$ cat src/rtl/mem_arb_pkg.sv
// mem_arb_pkg: shared FSM state, owner encoding and width defaults for mem_arbiter
package mem_arb_pkg;
    localparam int AW_DEF = 32;
    localparam int DW_DEF = 32;
    typedef enum logic [1:0] {IDLE, BUSY_C, BUSY_D} state_t;
    typedef enum logic {OWN_CPU = 1'b0, OWN_DBG = 1'b1} owner_t;
endpackage

$ cat src/rtl/mem_arbiter_if.sv
// mem_arbiter_if: CPU (c_*), debug (d_*) and memory (m_*) handshake bundle
// slave: arbiter view (takes requests, returns done/rdata, drives memory strobe/owner)
// master: environment view (drives requests and memory responses)
interface mem_arbiter_if
    import mem_arb_pkg::*;
#(
    parameter int AW = AW_DEF,
    parameter int DW = DW_DEF
);
    logic          c_req;
    logic          c_we;
    logic [AW-1:0] c_addr;
    logic [DW-1:0] c_wdata;
    logic          c_done;
    logic [DW-1:0] c_rdata;
    logic          d_req;
    logic          d_we;
    logic [AW-1:0] d_addr;
    logic [DW-1:0] d_wdata;
    logic          d_done;
    logic [DW-1:0] d_rdata;
    logic          m_req;
    logic          m_we;
    logic [AW-1:0] m_addr;
    logic [DW-1:0] m_wdata;
    logic [DW-1:0] m_rdata;
    logic          m_ack;
    logic          owner;
    modport slave (
        input  c_req, c_we, c_addr, c_wdata,
        output c_done, c_rdata,
        input  d_req, d_we, d_addr, d_wdata,
        output d_done, d_rdata,
        output m_req, m_we, m_addr, m_wdata, owner,
        input  m_rdata, m_ack
    );
    modport master (
        output c_req, c_we, c_addr, c_wdata,
        input  c_done, c_rdata,
        output d_req, d_we, d_addr, d_wdata,
        input  d_done, d_rdata,
        input  m_req, m_we, m_addr, m_wdata, owner,
        output m_rdata, m_ack
    );
endinterface

$ cat src/rtl/mem_arbiter.sv
// mem_arbiter: round-robin arbiter sharing one memory port between a CPU and a debug requester
// Ports: clk; reset_n (async, active-low); bus (mem_arbiter_if.slave): c_*/d_* requester
// handshakes with one-cycle done pulses and registered rdata, m_* memory access, owner grant.
module mem_arbiter
    import mem_arb_pkg::*;
#(
    parameter int AW = AW_DEF,
    parameter int DW = DW_DEF
) (
    input  logic         clk,
    input  logic         reset_n,
    mem_arbiter_if.slave bus
);
    state_t        state_q;
    owner_t        owner_q;
    owner_t        last_q;
    logic          m_req_q;
    logic          m_we_q;
    logic          c_done_q;
    logic          d_done_q;
    logic [AW-1:0] m_addr_q;
    logic [DW-1:0] m_wdata_q;
    logic [DW-1:0] c_rdata_q;
    logic [DW-1:0] d_rdata_q;
    logic          c_elig;
    logic          d_elig;
    logic          gnt_dbg;

    // A request still held during its own done cycle is the finished one, not a new one.
    always_comb begin
        c_elig  = bus.c_req && !c_done_q;
        d_elig  = bus.d_req && !d_done_q;
        gnt_dbg = d_elig && (!c_elig || last_q == OWN_CPU);
    end

    always_ff @(posedge clk or negedge reset_n) begin
        if (!reset_n) begin
            state_q   <= IDLE;
            owner_q   <= OWN_CPU;
            last_q    <= OWN_DBG;
            m_req_q   <= 1'b0;
            m_we_q    <= 1'b0;
            c_done_q  <= 1'b0;
            d_done_q  <= 1'b0;
            m_addr_q  <= '0;
            m_wdata_q <= '0;
            c_rdata_q <= '0;
            d_rdata_q <= '0;
        end else begin
            c_done_q <= 1'b0;
            d_done_q <= 1'b0;
            case (state_q)
                IDLE: begin
                    if (c_elig || d_elig) begin
                        state_q   <= gnt_dbg ? BUSY_D : BUSY_C;
                        owner_q   <= gnt_dbg ? OWN_DBG : OWN_CPU;
                        m_req_q   <= 1'b1;
                        m_we_q    <= gnt_dbg ? bus.d_we : bus.c_we;
                        m_addr_q  <= gnt_dbg ? bus.d_addr : bus.c_addr;
                        m_wdata_q <= gnt_dbg ? bus.d_wdata : bus.c_wdata;
                    end
                end
                BUSY_C, BUSY_D: begin
                    if (bus.m_ack) begin
                        state_q  <= IDLE;
                        m_req_q  <= 1'b0;
                        m_we_q   <= 1'b0;
                        last_q   <= owner_q;
                        c_done_q <= state_q == BUSY_C;
                        d_done_q <= state_q == BUSY_D;
                        if (!m_we_q && state_q == BUSY_C) c_rdata_q <= bus.m_rdata;
                        if (!m_we_q && state_q == BUSY_D) d_rdata_q <= bus.m_rdata;
                    end
                end
                default: state_q <= IDLE;
            endcase
        end
    end

    assign bus.m_req   = m_req_q;
    assign bus.m_we    = m_we_q;
    assign bus.m_addr  = m_addr_q;
    assign bus.m_wdata = m_wdata_q;
    assign bus.owner   = owner_q;
    assign bus.c_done  = c_done_q;
    assign bus.d_done  = d_done_q;
    assign bus.c_rdata = c_rdata_q;
    assign bus.d_rdata = d_rdata_q;
endmodule

$ cat src/flat_wrapper.sv
// flat-port wrapper written by rule: the top's interface ports become plain ports
module mem_arbiter_flat import mem_arb_pkg::*;
#(
    parameter int AW = AW_DEF,
    parameter int DW = DW_DEF
)
  (clk, reset_n, bus_c_req, bus_c_we, bus_c_addr, bus_c_wdata, bus_c_done, bus_c_rdata, bus_d_req, bus_d_we, bus_d_addr, bus_d_wdata, bus_d_done, bus_d_rdata, bus_m_req, bus_m_we, bus_m_addr, bus_m_wdata, bus_owner, bus_m_rdata, bus_m_ack);
  mem_arbiter_if #(.AW(AW), .DW(DW)) bus_i ();
  input  logic clk;
  input  logic reset_n;
  input wire logic [$bits(bus_i.c_req)-1:0] bus_c_req;
  input wire logic [$bits(bus_i.c_we)-1:0] bus_c_we;
  input wire logic [$bits(bus_i.c_addr)-1:0] bus_c_addr;
  input wire logic [$bits(bus_i.c_wdata)-1:0] bus_c_wdata;
  output wire logic [$bits(bus_i.c_done)-1:0] bus_c_done;
  output wire logic [$bits(bus_i.c_rdata)-1:0] bus_c_rdata;
  input wire logic [$bits(bus_i.d_req)-1:0] bus_d_req;
  input wire logic [$bits(bus_i.d_we)-1:0] bus_d_we;
  input wire logic [$bits(bus_i.d_addr)-1:0] bus_d_addr;
  input wire logic [$bits(bus_i.d_wdata)-1:0] bus_d_wdata;
  output wire logic [$bits(bus_i.d_done)-1:0] bus_d_done;
  output wire logic [$bits(bus_i.d_rdata)-1:0] bus_d_rdata;
  output wire logic [$bits(bus_i.m_req)-1:0] bus_m_req;
  output wire logic [$bits(bus_i.m_we)-1:0] bus_m_we;
  output wire logic [$bits(bus_i.m_addr)-1:0] bus_m_addr;
  output wire logic [$bits(bus_i.m_wdata)-1:0] bus_m_wdata;
  output wire logic [$bits(bus_i.owner)-1:0] bus_owner;
  input wire logic [$bits(bus_i.m_rdata)-1:0] bus_m_rdata;
  input wire logic [$bits(bus_i.m_ack)-1:0] bus_m_ack;
  assign bus_i.c_req = bus_c_req;
  assign bus_i.c_we = bus_c_we;
  assign bus_i.c_addr = bus_c_addr;
  assign bus_i.c_wdata = bus_c_wdata;
  assign bus_c_done = bus_i.c_done;
  assign bus_c_rdata = bus_i.c_rdata;
  assign bus_i.d_req = bus_d_req;
  assign bus_i.d_we = bus_d_we;
  assign bus_i.d_addr = bus_d_addr;
  assign bus_i.d_wdata = bus_d_wdata;
  assign bus_d_done = bus_i.d_done;
  assign bus_d_rdata = bus_i.d_rdata;
  assign bus_m_req = bus_i.m_req;
  assign bus_m_we = bus_i.m_we;
  assign bus_m_addr = bus_i.m_addr;
  assign bus_m_wdata = bus_i.m_wdata;
  assign bus_owner = bus_i.owner;
  assign bus_i.m_rdata = bus_m_rdata;
  assign bus_i.m_ack = bus_m_ack;
  mem_arbiter #(.AW(AW), .DW(DW)) u_core (.clk(clk), .reset_n(reset_n), .bus(bus_i));
endmodule
$ cat config.mk
export PLATFORM = sky130hd
export DESIGN_NAME = mem_arbiter_flat
export DESIGN_NICKNAME = d
export VERILOG_FILES = /design/src/rtl/mem_arb_pkg.sv /design/src/rtl/mem_arbiter_if.sv /design/src/rtl/mem_arbiter.sv /design/src/flat_wrapper.sv
export SDC_FILE = /design/constraint.sdc
export NUM_CORES = 1
export LEC_CHECK = 0
export CORE_MARGIN = 2
export CORE_UTILIZATION = 40
export DETAILED_ROUTE_END_ITERATION = 8
export PLACE_DENSITY = 0.81
export SYNTH_ARGS = -nofsm -noshare
export SYNTH_HDL_FRONTEND = slang
export SYNTH_SLANG_ARGS = --single-unit
$ cat constraint.sdc
create_clock -name clk -period 2.3 [get_ports clk]
set_clock_uncertainty 0.1 [all_clocks]
set_input_delay 0.575 -clock clk [delete_from_list [all_inputs] [get_ports clk]]
set_output_delay 0.575 -clock clk [all_outputs]
set_load 0.05 [all_outputs]
==> results.toml <==
[clock_tree]
clockBufferDepth = 2
cts_tree = "built"
insertion_delay_ns = 0.40
htreeDepth = 4
cts-root-buf = "clkbuf_16"
clk_pin_slew_ns = 0.06
numCtsBuffers = 17
clock-sinks = 136
cts_hold_buf = 0

[place]
gp_congestion = 0.827
placed_cells = 988
io_buffer_count = 299
dp_hpwl_um = 12600

[critical_path]
worstSetupStartpointType = "register"
endpoint_kind = "primary output"
critPathBufInv = 1
critical_path_class = "reg2out"
cpPeakStageDelay_ns = 0.83
crit_slowest_cell = "clkdlybuf4s50_1"
cp.required_ns = 1.62
crit_family = "buffers and inverters"
critPathMaxFanout = 2
r2r_setup_slack_ns = 0.37
cp_cell_sequence = "clkdlybuf4s50_1"
crit_arrival_ns = 1.58

[detailed_routing]
wl_um = 17600
vias = 5049
postRouteAntennaNets = 0
firstDrtPassIters = 5
drtIter0Drc = 218
wl_per_cell_um = 17.2
via_per_inst = 4.95
drc = 0

[yosys]
synth_nets = 695
synth_ff_type = "dfrtp_1"
synthAdderAreaFrac_pct = 0.640
yosysSeqAreaShare_pct = 58.0
synth_xor_xnor_area_share_pct = 0
synth_cell_types = 29
synthCells = 525
yosys.area_share.simple_pct = 9.96
muxShareOfSynthArea_pct = 14.6
synth-edff-count = 0
syn-mean-instance-area_um2 = 11.2
ys_async_sr_fraction_pct = 100
synth-compound-area-share_pct = 12.2
synth_top_family_by_area = "multiplexers"
ys_seq_elements = 136
synth_warnings = 0
syn-cell-area_mm2 = 0.00587

[timing]
finalMaxSlewViolations = 0
setup_viol = 0
max_freq_mhz = 443
period_needed_ns = 2.26
hold_violations = 0
maxSlewHeadroom_pct = 62.4
fin_crit_sh_pct = 98.2
hold-worst-slack_ns = 0.0128
tightest_slew_ns = 0.563

[grt]
grt_max_degree = 62
grt_pass1_vias = 5467
antenna_found_initial = 0
grt_pass1_wl_um = 28300
track_usage_pct = 22.7
overflow = 0

[finish]
area_growth_pct = 66.7
fin_cells = 1020
antenna_cells = 0
drive_above_1_share_pct = 14.8
nets = 993
mostFrequentLayoutCells = "clkdlybuf4s50_1 (261), dfrtp_1 (135), a21oi_1 (129)"
postLayoutCoreUtil_pct = 67.8
final_common_cell = "clkdlybuf4s50_1"

[flow_run]
drv_cap = 0

[pwr]
ir_worst_vdd_uv = 1040
power_density_mw_per_mm2 = 1700
p_leak_nw = 4.59

[floorplanning]
io_pins = 300
dieWidth_um = 125
die_h_um = 125
core_area_mm2 = 0.0144
die_area_mm2 = 0.0156
initial_core_util_pct = 40.7
rows = 44

[outcome]
outcome = "finished clean"

[min_path]
hp-class = "in2async"
==> sequential cells by signal, summed over array words and instances (netlist names) <==
register / cells
u_core.bus.m_wdata: 32
u_core.bus.m_addr: 32
u_core.last_q: 1
u_core.bus.owner: 1
u_core.bus.d_done: 1
u_core.bus.c_done: 1
u_core.state_q: 2
u_core.bus.d_rdata: 32
u_core.bus.m_req: 1
u_core.bus.m_we: 1
u_core.bus.c_rdata: 32
==> where the power goes <==
group / internal, mW / switching [mW]
Sequential: 3.58 / 0.650
Combinational: 3.47 / 6.17
Clock: 1.73 / 0.996
==> cells in the mapped netlist (2+ instances only) <==
cell,number,area share [%]
a21oi_1,129,11
mux2_2,35,6.7
o32ai_1,2,0.30
mux2_4,30,7.7
inv_1,3,0.19
clkbuf_1,6,0.38
buf_12,3,1.0
buf_4,9,1.2
buf_2,13,1.1
and2b_1,2,0.26
buf_6,4,0.77
and2_1,2,0.21
dfrtp_1,135,58
nor2_1,66,4.2
nand2_1,66,4.2
ha_1,3,0.64
o21ai_0,5,0.43
==> stage by stage <==
stage                     setup slack (ns)  setup TNS [ns]  power, mW  area (um^2)
after floorplan                      0.507               0       10.5         5870
after global placement               0.117               0       13.8         9110
after detailed placement            0.0824               0       14.0         9110
after CTS                          0.00283               0       16.8         9700
after global routing              -0.00350        -0.00350       17.3         9780
final                               0.0409               0       16.6         9780
==> worst reg2reg max path: stages, from the launching register on <==
cell and delay [ns]:
dfrtp_1 0.34, inv_1 0.07, ha_1 0.40, and3_4 0.20
nand2b_2 0.08, buf_12 0.25, mux2_2 0.38
==> per-layer routing <==
metal	GRT usage [%]	vias to the layer above	routed length, um
met4	8.30	0	418
li1	-	2374	-
met3	6.16	28	1030
met1	26.5	2464	6920
met2	40.0	183	9220
met5	0	-	0
==> kinds of logic (layout without fill, tap and decap cells) <==
kind of cell	count (synthesis)	count (layout)
compound gates	139	139
fa+ha+maj	3	3
buf+inv	38	349
flops	136	136
mux	66	66
simple gates	143	143
==> final cells by class <==
cell class | instances | area [um^2]
multi-input cells | 351 | 2200
fillers | 1092 | 4640
clock inverters | 12 | 150
well taps | 184 | 230
inverters | 3 | 11.3
flip-flops and latches | 136 | 3400
repair buffers | 314 | 3330
clock buffers | 20 | 447
==> repair_timing <==
action / 4_1_cts / 5_1_grt
buffers inserted: 0 / 0
pin swaps: 0 / 0
gates cloned: 0 / 0
endpoints found under the setup margin: 2 / 31
resized for setup: 2 / 31
==> final timing paths <==
path | cells past startpoint | to | startpoint
worst max-delay path | 1 | bus_c_rdata[18] | u_core.bus.c_rdata[18]
worst min-delay path | 1 | u_core.bus.d_rdata[18] | reset_n
worst max register to register | 6 | u_core.bus.c_rdata[20] | u_core.state_q[0]
worst min register to register | 1 | u_core.bus.d_rdata[28] | u_core.bus.d_rdata[28]
max in group asynchronous | 2 | u_core.bus.m_addr[15] | reset_n
min in group clk | 1 | u_core.bus.d_rdata[28] | u_core.bus.d_rdata[28]
Power figures use the tool's default switching activity.
